### src/rtl/bit_timing_configuration.sv
// rtl/bit_timing_configuration.sv - CAN bit-timing sequencer: SYNC/PROP/PHASE1/PHASE2 tq stepping with sample/end strobes
module bit_timing_configuration (
  input  logic       clock,
  input  logic       reset,
  input  logic       enable,
  input  logic       tq_pulse,
  input  logic [3:0] prop_seg,
  input  logic [3:0] phase_seg1,
  input  logic [3:0] phase_seg2,
  output logic [1:0] current_segment,
  output logic [4:0] quanta_counter,
  output logic [4:0] bit_quanta_counter,
  output logic       sample_point,
  output logic       bit_timing_end,
  output logic       sync_seg_active,
  output logic       prop_seg_active,
  output logic       phase_seg1_active,
  output logic       phase_seg2_active,
  output logic [4:0] total_bit_tq,
  output logic       config_valid
);

  typedef enum logic [1:0] {
    SEG_SYNC = 2'd0,
    SEG_PROP = 2'd1,
    SEG_PH1  = 2'd2,
    SEG_PH2  = 2'd3
  } seg_e;

  seg_e       seg_q, seg_d;
  logic [4:0] qc_q, qc_d;
  logic [4:0] bqc_q, bqc_d;
  logic       sp_q, sp_d;
  logic       bte_q, bte_d;
  logic [4:0] seg_len;
  logic       seg_done;

  function automatic logic len_ok(input logic [3:0] len);
    return (len != 4'd0) && (len <= 4'd8);
  endfunction

  assign config_valid = len_ok(prop_seg) && len_ok(phase_seg1) && len_ok(phase_seg2);
  assign total_bit_tq = 5'd1 + {1'b0, prop_seg} + {1'b0, phase_seg1} + {1'b0, phase_seg2};

  always_comb begin
    seg_len = 5'd1;
    unique case (seg_q)
      SEG_SYNC: seg_len = 5'd1;
      SEG_PROP: seg_len = {1'b0, prop_seg};
      SEG_PH1:  seg_len = {1'b0, phase_seg1};
      SEG_PH2:  seg_len = {1'b0, phase_seg2};
      default:  seg_len = 5'd1;
    endcase
  end

  // >= rather than == so a length shrunk below the current index still ends the segment
  assign seg_done = (qc_q >= (seg_len - 5'd1));

  always_comb begin
    seg_d = seg_q;
    qc_d  = qc_q;
    bqc_d = bqc_q;
    sp_d  = 1'b0;
    bte_d = 1'b0;
    if (!enable || !config_valid) begin
      seg_d = SEG_SYNC;
      qc_d  = 5'd0;
      bqc_d = 5'd0;
    end else if (tq_pulse) begin
      if (seg_done) begin
        qc_d = 5'd0;
        unique case (seg_q)
          SEG_SYNC: begin
            seg_d = SEG_PROP;
            bqc_d = bqc_q + 5'd1;
          end
          SEG_PROP: begin
            seg_d = SEG_PH1;
            bqc_d = bqc_q + 5'd1;
          end
          SEG_PH1: begin
            seg_d = SEG_PH2;
            bqc_d = bqc_q + 5'd1;
            sp_d  = 1'b1;
          end
          SEG_PH2: begin
            seg_d = SEG_SYNC;
            bqc_d = 5'd0;
            bte_d = 1'b1;
          end
          default: seg_d = SEG_SYNC;
        endcase
      end else begin
        qc_d  = qc_q + 5'd1;
        bqc_d = bqc_q + 5'd1;
      end
    end
  end

  always_ff @(posedge clock) begin
    if (reset) begin
      seg_q <= SEG_SYNC;
      qc_q  <= 5'd0;
      bqc_q <= 5'd0;
      sp_q  <= 1'b0;
      bte_q <= 1'b0;
    end else begin
      seg_q <= seg_d;
      qc_q  <= qc_d;
      bqc_q <= bqc_d;
      sp_q  <= sp_d;
      bte_q <= bte_d;
    end
  end

  assign current_segment    = seg_q;
  assign quanta_counter     = qc_q;
  assign bit_quanta_counter = bqc_q;
  assign sample_point       = sp_q;
  assign bit_timing_end     = bte_q;
  assign sync_seg_active    = (seg_q == SEG_SYNC);
  assign prop_seg_active    = (seg_q == SEG_PROP);
  assign phase_seg1_active  = (seg_q == SEG_PH1);
  assign phase_seg2_active  = (seg_q == SEG_PH2);

endmodule

### config.mk
export PLATFORM = sky130hd
export DESIGN_NAME = bit_timing_configuration
export DESIGN_NICKNAME = d
export VERILOG_FILES = /design/src/rtl/bit_timing_configuration.sv
export SDC_FILE = /design/constraint.sdc
export NUM_CORES = 1
export LEC_CHECK = 0
export CAP_MARGIN = 20
export CORE_MARGIN = 4
export CORE_UTILIZATION = 40
export DETAILED_ROUTE_END_ITERATION = 10
export PLACE_DENSITY = 0.71
export SYNTH_ARGS = -nofsm -noshare
export SYNTH_HDL_FRONTEND = slang
export SYNTH_SLANG_ARGS = --single-unit
### constraint.sdc
create_clock -name clock -period 3.1 [get_ports clock]
set_input_delay 0.62 -clock clock [delete_from_list [all_inputs] [get_ports clock]]
set_output_delay 0.62 -clock clock [all_outputs]
set_load 0.005 [all_outputs]
# Yosys cells after proc, flatten, opt, wreduce, memory -nomap -nowiden

Cells that the tools add are included.

$add $sub $neg: 6
Equality and inequality tests: 3
Bitwise gates (word level): 2
Mux-type cells: 7
Magnitude comparators: 4
Reduce and logical (&&, ||, !) cells: 16

Operators with widths:

| cell                                                               | number |
|---|---|
| 5-bit case mux with 4 select lines                                 | 1 |
| 4-bit less-or-equal comparator, second input constant              | 3 |
| 4-bit nonzero test                                                 | 3 |
| 5-bit by 1-bit adder with 5-bit output, second input constant      | 2 |
| 5-bit by 4-bit adder with 5-bit output                             | 2 |
| 5-bit 2-to-1 mux                                                   | 2 |
| 5-bit case mux with 2 select lines                                 | 1 |
| 2-bit case mux with 4 select lines                                 | 1 |
| 1-bit by 4-bit adder with 5-bit output, first input constant       | 1 |
| 5-bit greater-or-equal comparator                                  | 1 |
| 1-bit logical AND                                                  | 5 |
| 5-bit by 1-bit subtractor with 5-bit output, second input constant | 1 |
| 2-bit == test, second input constant                               | 2 |
| 4-bit OR reduction                                                 | 1 |
| 3-bit OR reduction                                                 | 1 |
| 2-bit by 1-bit == test with 1-bit output, second input constant    | 1 |
| 1-bit logical NOT                                                  | 2 |
| 2-bit logical NOT                                                  | 1 |
| 1-bit 2-to-1 mux                                                   | 2 |
| 1-bit NOT                                                          | 2 |
| 2-bit AND reduction                                                | 1 |
| 2-bit OR reduction                                                 | 1 |
| 1-bit logical OR                                                   | 1 |

Bits of input ports: 16
Register bits: 14
Output and inout port bits: 24

# Logic depth before layout (Yosys ltp)

Depth after elaboration: 7
Mapped depth: 12
Depth with buffers taken out: 12

# Least setup slack after synthesis

Ideal clock, no wire load.

Path kind: register -> register
From: register seg_q[0] (netlist: current_segment[0])
To: register bqc_q[3] (netlist: bit_quanta_counter[3])
Stages on the path, launching flop included: 12
Setup slack: 0.286 ns
Required time: 3.014 ns
Data arrival time: 2.729 ns
Cell sequence: dfxtp_1 -> inv_1 -> ha_1 -> a22o_1 -> a211oi_1 -> nor3b_1 -> xnor2_1 -> ha_1 -> o21a_1 -> o21ai_0 -> nor2_2 -> a211oi_1

Cells in the longest elaborated chain, start to end: 5
Elaborated cells between the ends (all ways): 10
Classes of those cells: add/sub: 1; order compare: 1; eq/ne: 3; mux: 3; reduce/logical: 2

Ends and longest elaborated chain:

| element                                     | line | text |
|---|---|---|
| from (decl)                                 | 30   | `seg_e seg_q, seg_d;` |
| from (signal assigned)                      | 108  | `seg_q <= seg_d;` |
| 2-bit == test *                             | n/a  |  |
| named net phase_seg1_active                 | 17   | `output logic phase_seg1_active,` |
| 5-bit case mux with 4 select lines          | 47   | `unique case (seg_q)` |
| 5-bit by 1-bit subtractor with 5-bit output | 57   | `assign seg_done = (qc_q >= (seg_len - 5'd1));` |
| 5-bit greater-or-equal comparator           | 57   |  |
| 5-bit 2-to-1 mux *                          | 70   | `if (seg_done) begin` |
| to (signal assigned)                        | 110  | `bqc_q <= bqc_d;` |
| to (decl)                                   | 32   | `logic [4:0] bqc_q, bqc_d;` |

The timed path passes the listed nets; every way through them passes the cells marked *. The select of a mux whose other input is x is not followed.
A chain may end at the register's enable or synchronous reset.

# Worst setup path after layout

From: input port phase_seg1[3]
To: output port config_valid

Cells in the longest elaborated chain, start to end: 4
Elaborated cells between the ends (all ways): 5
Classes of those cells: order compare: 1; reduce/logical: 4

Ends and longest elaborated chain:

| element                                                              | line | text |
|---|---|---|
| from (decl)                                                          | 8    | `input logic [3:0] phase_seg1,` |
| 4-bit less-or-equal comparator or 4-bit nonzero test (tied branches) | 39   | `return (len != 4'd0) && (len <= 4'd8);` |
| 1-bit logical AND *                                                  | 39   |  |
| 1-bit logical AND * (2 in a row)                                     | 42   | `assign config_valid = len_ok(prop_seg) && len_ok(phase_seg1) && len_ok(phase_seg2);` |
| to (decl)                                                            | 20   | `output logic config_valid` |

Mark *: on every way between the ends. The rest lies on a longest branch, timed or not.

==> results_dict.tcl <==
set metrics [dict create \
    status "complete, no violations" \
    drive_gt1_share_pct 28.7 \
    slew_violations 0 \
    crit_required_ns 2.48 \
    yosysSeqAreaShare_pct 23.3 \
    fin_ws_ns 0.0746 \
    grt_pass1_vias 1278 \
    area_growth_pct 56.0 \
    clock-sinks 14 \
    timing.clock.skew_ns 0.00297 \
    grt_use_total_pct 17.3 \
    cap_violations 0 \
    endpoint_kind "output port" \
    core.rowCount 19 \
    synth_top_cell_area_share_pct 23.3 \
    hpwl_um 2650 \
    fin_crit_ns 3.03 \
    n_antenna_cell 0 \
    via_count 1181 \
    synthTopCellsByArea "dfxtp_1 23%, ha_1 18%, fa_1 6.7%" \
    path_class "primary input to output port" \
    final_cell_mix "29 x buf_4, 26 x clkdlybuf4s50_1, 16 x ha_1, 14 x dfxtp_1, 11 x inv_1" \
    cts_max_level 1 \
    hold_violations 0 \
    die_height_um 62.8 \
    synth_seq_cells 14 \
    timing.fmax_mhz 331 \
    layout.cells.non_filler 226 \
    core_area_um2 2810 \
    cts_max_path_buffers 2 \
    setup_tns_ns 0 \
    ir_worst_vdd_v 0.000190 \
    cts_hold_buf 0 \
    yosysTopAreaCell "dfxtp_1" \
    io_pins 40 \
    tritoncts "built" \
    crit_path_start_kind "primary input" \
    portBuffers 39 \
    path_clk_slew_ns 0.08 \
    numCtsBuffers 3 \
    dp_slack_ns -0.592 \
    rsz0062_at_grt "yes" \
    final_area_um2 1870 \
    power_density_nw_per_um2 260 \
    synth_edf_count 0 \
    placed_area_um2 1820 \
    start_util_pct 42.8 \
    yosysUniqueCellTypes 36 \
    worst_pin_slew_ns 0.510 \
    synthFlopType "dfxtp_1" \
    wl_per_cell_um 14.5 \
    fin_util_pct 66.8 \
    die_w_um 62.8 \
    relSlewSlack_pct 65.9 \
    nNetsFinal 233 \
    async_reset_ff_share_pct 0 \
    p_leak_uw 0.000804 \
    place.gp.congestion 0.808 \
    cp_max_fo 3 \
    netlist_area_um2 1200 \
    dr.pass1.iters 4 \
    ant_nets 0 \
    drtIter0Drc 75 \
    clock_latency_ns 0.28 \
    syn_inst 126 \
    synth_area_per_cell_um2 9.53 \
    placed_cells 221 \
    fin_crit_sh_pct 97.6 \
    grt_pass1_wl_um 5690 \
    antenna_found_initial 0 \
    routed_wl_um 3280 \
    dieArea_um2 3940 \
    clockRootBuffer "clkbuf_4" \
    hold_class "register to register" \
    overflow 0 \
    setup_viol 0 \
    viasPerCell 5.23 \
    critPathArrivalTime_ns 2.41 \
    ys.warnings.count 0 \
    final_common_cell "buf_4" \
    synthesis.nets 163 \
    drc_errors 0 \
    grt_max_degree 15 \
]
state kept, by name, indices dropped and copies added (netlist names):
signal / flops
bit_quanta_counter: 5
quanta_counter: 5
current_segment: 2
bit_timing_end: 1
sample_point: 1
per-stage QoR:
step           power (µW)  hold WS, ns
5_1_grt               523        0.634
4_1_cts               494        0.597
6_report              488        0.595
2_1_floorplan         261        0.558
3_3_place_gp          368        0.567
3_5_place_dp          375        0.579
cells by family (layout without fill, tap and decap cells):
logic type	count (synthesis)	in the layout	synth area share (%)
XOR/XNOR	14	14	10.2
multiplexers	2	2	1.67
buffers and inverters	15	84	5.31
adder cells (fa/ha/maj)	21	21	24.4
flip-flops	14	14	23.3
AND/OR/NAND/NOR	35	35	17.9
AO/OA/AOI/OAI	25	25	17.2
cell usage after synthesis, types with 3 or more instances:
cell	n
xnor2_1	7
dfxtp_1	14
a211oi_1	3
nor3_2	5
a21oi_1	4
a211oi_2	4
nor2_1	5
xor2_1	7
ha_1	17
nand2_1	7
inv_1	12
fa_1	4
nand4_1	5
cell type report:
| type | instances | area [µm²] |
|---|---|---|
| clock buffers | 4 | 36.3 |
| fillers | 244 | 931 |
| inverters | 12 | 45.0 |
| multi-input cells | 97 | 885 |
| flip-flops and latches | 14 | 280 |
| well taps | 31 | 38.8 |
| repair buffers | 68 | 589 |
repair_timing:
action	CTS	global route
buffers inserted	1	0
gates resized for setup	25	7
pin swaps	3	5
endpoints found under the setup margin	14	14
critical path, cell delays in order:
cell	delay [ns]
clkdlybuf4s50_1	0.45
buf_4	0.16
or4_1	0.53
nand4_1	0.14
nor2_1	0.05
clkdlybuf4s50_1	0.45
layer usage:
layer  share of wire (%)  GRT usage (%)  up-vias
met3                 3.4           2.88        4
met5                   0              0        -
met2                  54           33.0       36
met1                  43           20.0      545
met4                0.40           3.31        0
li1                    -              -      596
final timing paths:
kind                 startpoint                    end  slack (ns)  cells past startpoint
max               phase_seg1[3]           config_valid        0.07                      6
min           quanta_counter[4]      quanta_counter[4]        0.59                      2
max reg2reg  current_segment[0]  bit_quanta_counter[3]        0.16                     12
min reg2reg   quanta_counter[4]      quanta_counter[4]        0.59                      2
where the power goes:
group	total, µW	switching [µW]	internal (µW)
Sequential	181	0.720	180
Clock	129	57.7	71.4
Combinational	178	76.9	101
No activity file was read; power rests on OpenSTA's default activity.
==> edit (config.mk and constraints unchanged) <==
Put a register stage on the output `phase_seg2_active`, with the module's reset. The value now appears one clock later. The other outputs are not delayed to match.
--- a/src/rtl/bit_timing_configuration.sv
+++ b/src/rtl/bit_timing_configuration.sv
@@ -121,7 +121,13 @@
   assign sync_seg_active    = (seg_q == SEG_SYNC);
   assign prop_seg_active    = (seg_q == SEG_PROP);
   assign phase_seg1_active  = (seg_q == SEG_PH1);
-  assign phase_seg2_active  = (seg_q == SEG_PH2);
+  always_ff @(posedge clock) begin
+    if (reset) begin
+      phase_seg2_active <= '0;
+    end else begin
+      phase_seg2_active <= (seg_q == SEG_PH2);
+    end
+  end
 
 endmodule
 
Function: changed (a bounded check fails within 4 cycles, from zero or initial values and one cycle with reset high).
==> edit against the unedited design <==
- power down 0.46%
- setup slack improved by 0.018 ns
- register-to-register slack gained 0.09 ns
- count of clock-buffer cells in the layout shrank 1
- synthesized area grew 1.4%
- utilization shrank 1.7 points
- hold slack worse by 0.065 ns
- first-iteration DRC count down 36%
- synthesized cell count grew 6.3%
- design area down 1.7%
- final cell count increased by 1.8%
- sequential share of layout area increased by 1.4 points
- sequential cell count up 1
- wire length is 2.5% lower
==> edit: results (changes against the unedited design) <==
| Metric | Value |
|---|---|
| Status | finished clean |
| Worst-path maximum fanout | 2 (-1) |
| Cts bufs inserted | 3 (unchanged) |
| Largest net degree at the start of global routing | 17 (+2) |
| Unique masters post-synth | 34 (-5.6%) |
| Final net count | 237 (+1.7%) |
| TritonRoute pass-1 iters | 4 (unchanged) |
| Layout fillers | 245 (+0.41%) |
| First-pass GRT wire length | 5690 µm (-0.12%) |
| Worst path arrival time | 2.39 ns (-0.02 ns) |
| CP max-delay cell | clkdlybuf4s50_1 |
| Hold path depth | 2 (unchanged) |
| Placement Cell Area | 0.00181 mm² (-0.82%) |
| Global Route Usage Sum | 0.170 (-0.00329) |
| Placer congestion estimate | 0.921 (+14%) |
| VDD IR max | 254 µV (+34%) |
| Leak | 0.808 nW (+0.51%) |
| Syn Nets | 171 (+4.9%) |
| FFs w/ async S/R, synth | 0 (unchanged) |
| H-tree levels | 1 (unchanged) |
| Main flop type after synthesis | dfxtp_1 |
| Sequential fraction of the synthesis area | 0.247 (+0.0133) |
| Share of layout cells above drive strength 1 | 0.231 (-0.0560) |
| Final clock skew | 0.00293 ns (-0.0000370 ns) |
| Critical path's top delay family | buffers and inverters |
| Final Core Density | 0.651 (-0.0167) |
| Slew @ Worst Pin | 0.415 ns (-0.0950 ns) |
| Initial DRC count | 48 (-36%) |
| Synth cell count leaders | 17 x ha_1, 15 x dfxtp_1, 12 x inv_1 |
| Vias in the first global route | 1293 (+1.2%) |
| Worst slack, placed | -0.566 ns (+0.0265 ns) |
| DPL Wire Length | 2660 µm (+0.21%) |
| Largest stage delay on the critical path | 0.51 ns (-0.02 ns) |
| Vias per cell | 5.30 (+1.4%) |
| Wire per inst | 13.9 µm (-4.2%) |
| FF-to-FF path depth | 11 (-1) |
| Internal power | 343 µW (-2.6%) |
| Min-Delay Path Class | register to register |
| Top area cells in the synthesized netlist | dfxtp_1 25%, ha_1 17%, fa_1 6.6% |
[edit: worst paths after layout]
path	startpoint	to	slack [ns]
setup / recovery	phase_seg1[3]	total_bit_tq[3]	0.09
hold / removal	quanta_counter[1]	quanta_counter[1]	0.53
setup reg to reg	current_segment[1]	bit_quanta_counter[2]	0.25
hold reg to reg	quanta_counter[1]	quanta_counter[1]	0.53
[edit: power groups by stage]
stage	sequential, mW	clock (mW)	combinational, mW
after floorplan	0.198	0	0.0739
after global placement	0.198	0	0.181
after detailed placement	0.198	0	0.191
after CTS	0.193	0.115	0.184
after global routing	0.194	0.128	0.200
final	0.194	0.112	0.180
[edit: kinds of logic (layout without fill, tap and decap cells)]
kind of cell,Yosys count,after routing,share of synthesized area
muxes,1,1,0.00822
xor gates and xnor gates,12,12,0.0863
adders and majority gates,21,21,0.240
and+or+nand+nor,45,45,0.213
AOI/OAI and AO/OA,25,25,0.152
buffers and inverters,15,80,0.0534
DFF,15,15,0.247
[edit: layer usage]
layer,wire (µm),up-vias,track usage
met5,0,-,0
met4,40,0,0.0377
met3,154,6,0.0426
met2,1600,39,0.308
met1,1400,563,0.199
li1,-,611,-
[edit: metrics by stage]
stage               power, mW  instances
floorplan               0.272        134
global placement        0.379        225
detailed placement      0.389        225
CTS                     0.492        230
global route            0.522        230
finish                  0.485        230
[edit: area by class of cell]
cell class / count / share of cell area
repair buffers: 64 / 0.303
clock inverters: 1 / 0.00272
multi-input cells: 104 / 0.473
inverters: 12 / 0.0244
well taps: 31 / 0.0210
flip-flops and latches: 15 / 0.164
clock buffers: 3 / 0.0122
[edit: worst reg2reg max path, cell delays in order (launching register included)]
cell      delay (ns)
dfxtp_1         0.41
inv_1           0.09
ha_1            0.25
a22o_1          0.23
a211oi_2        0.22
ha_1            0.22
nand2_1         0.07
ha_1            0.31
a211oi_2        0.29
o211ai_2        0.14
and3_1          0.28
nor4_4          0.26
[edit: what timing repair did]
item	CTS	global route
endpoints found under the setup margin	4	9
endpoints found under the hold margin	0	0
resized for setup	26	3
setup buffers	1	0
pin swaps	5	2
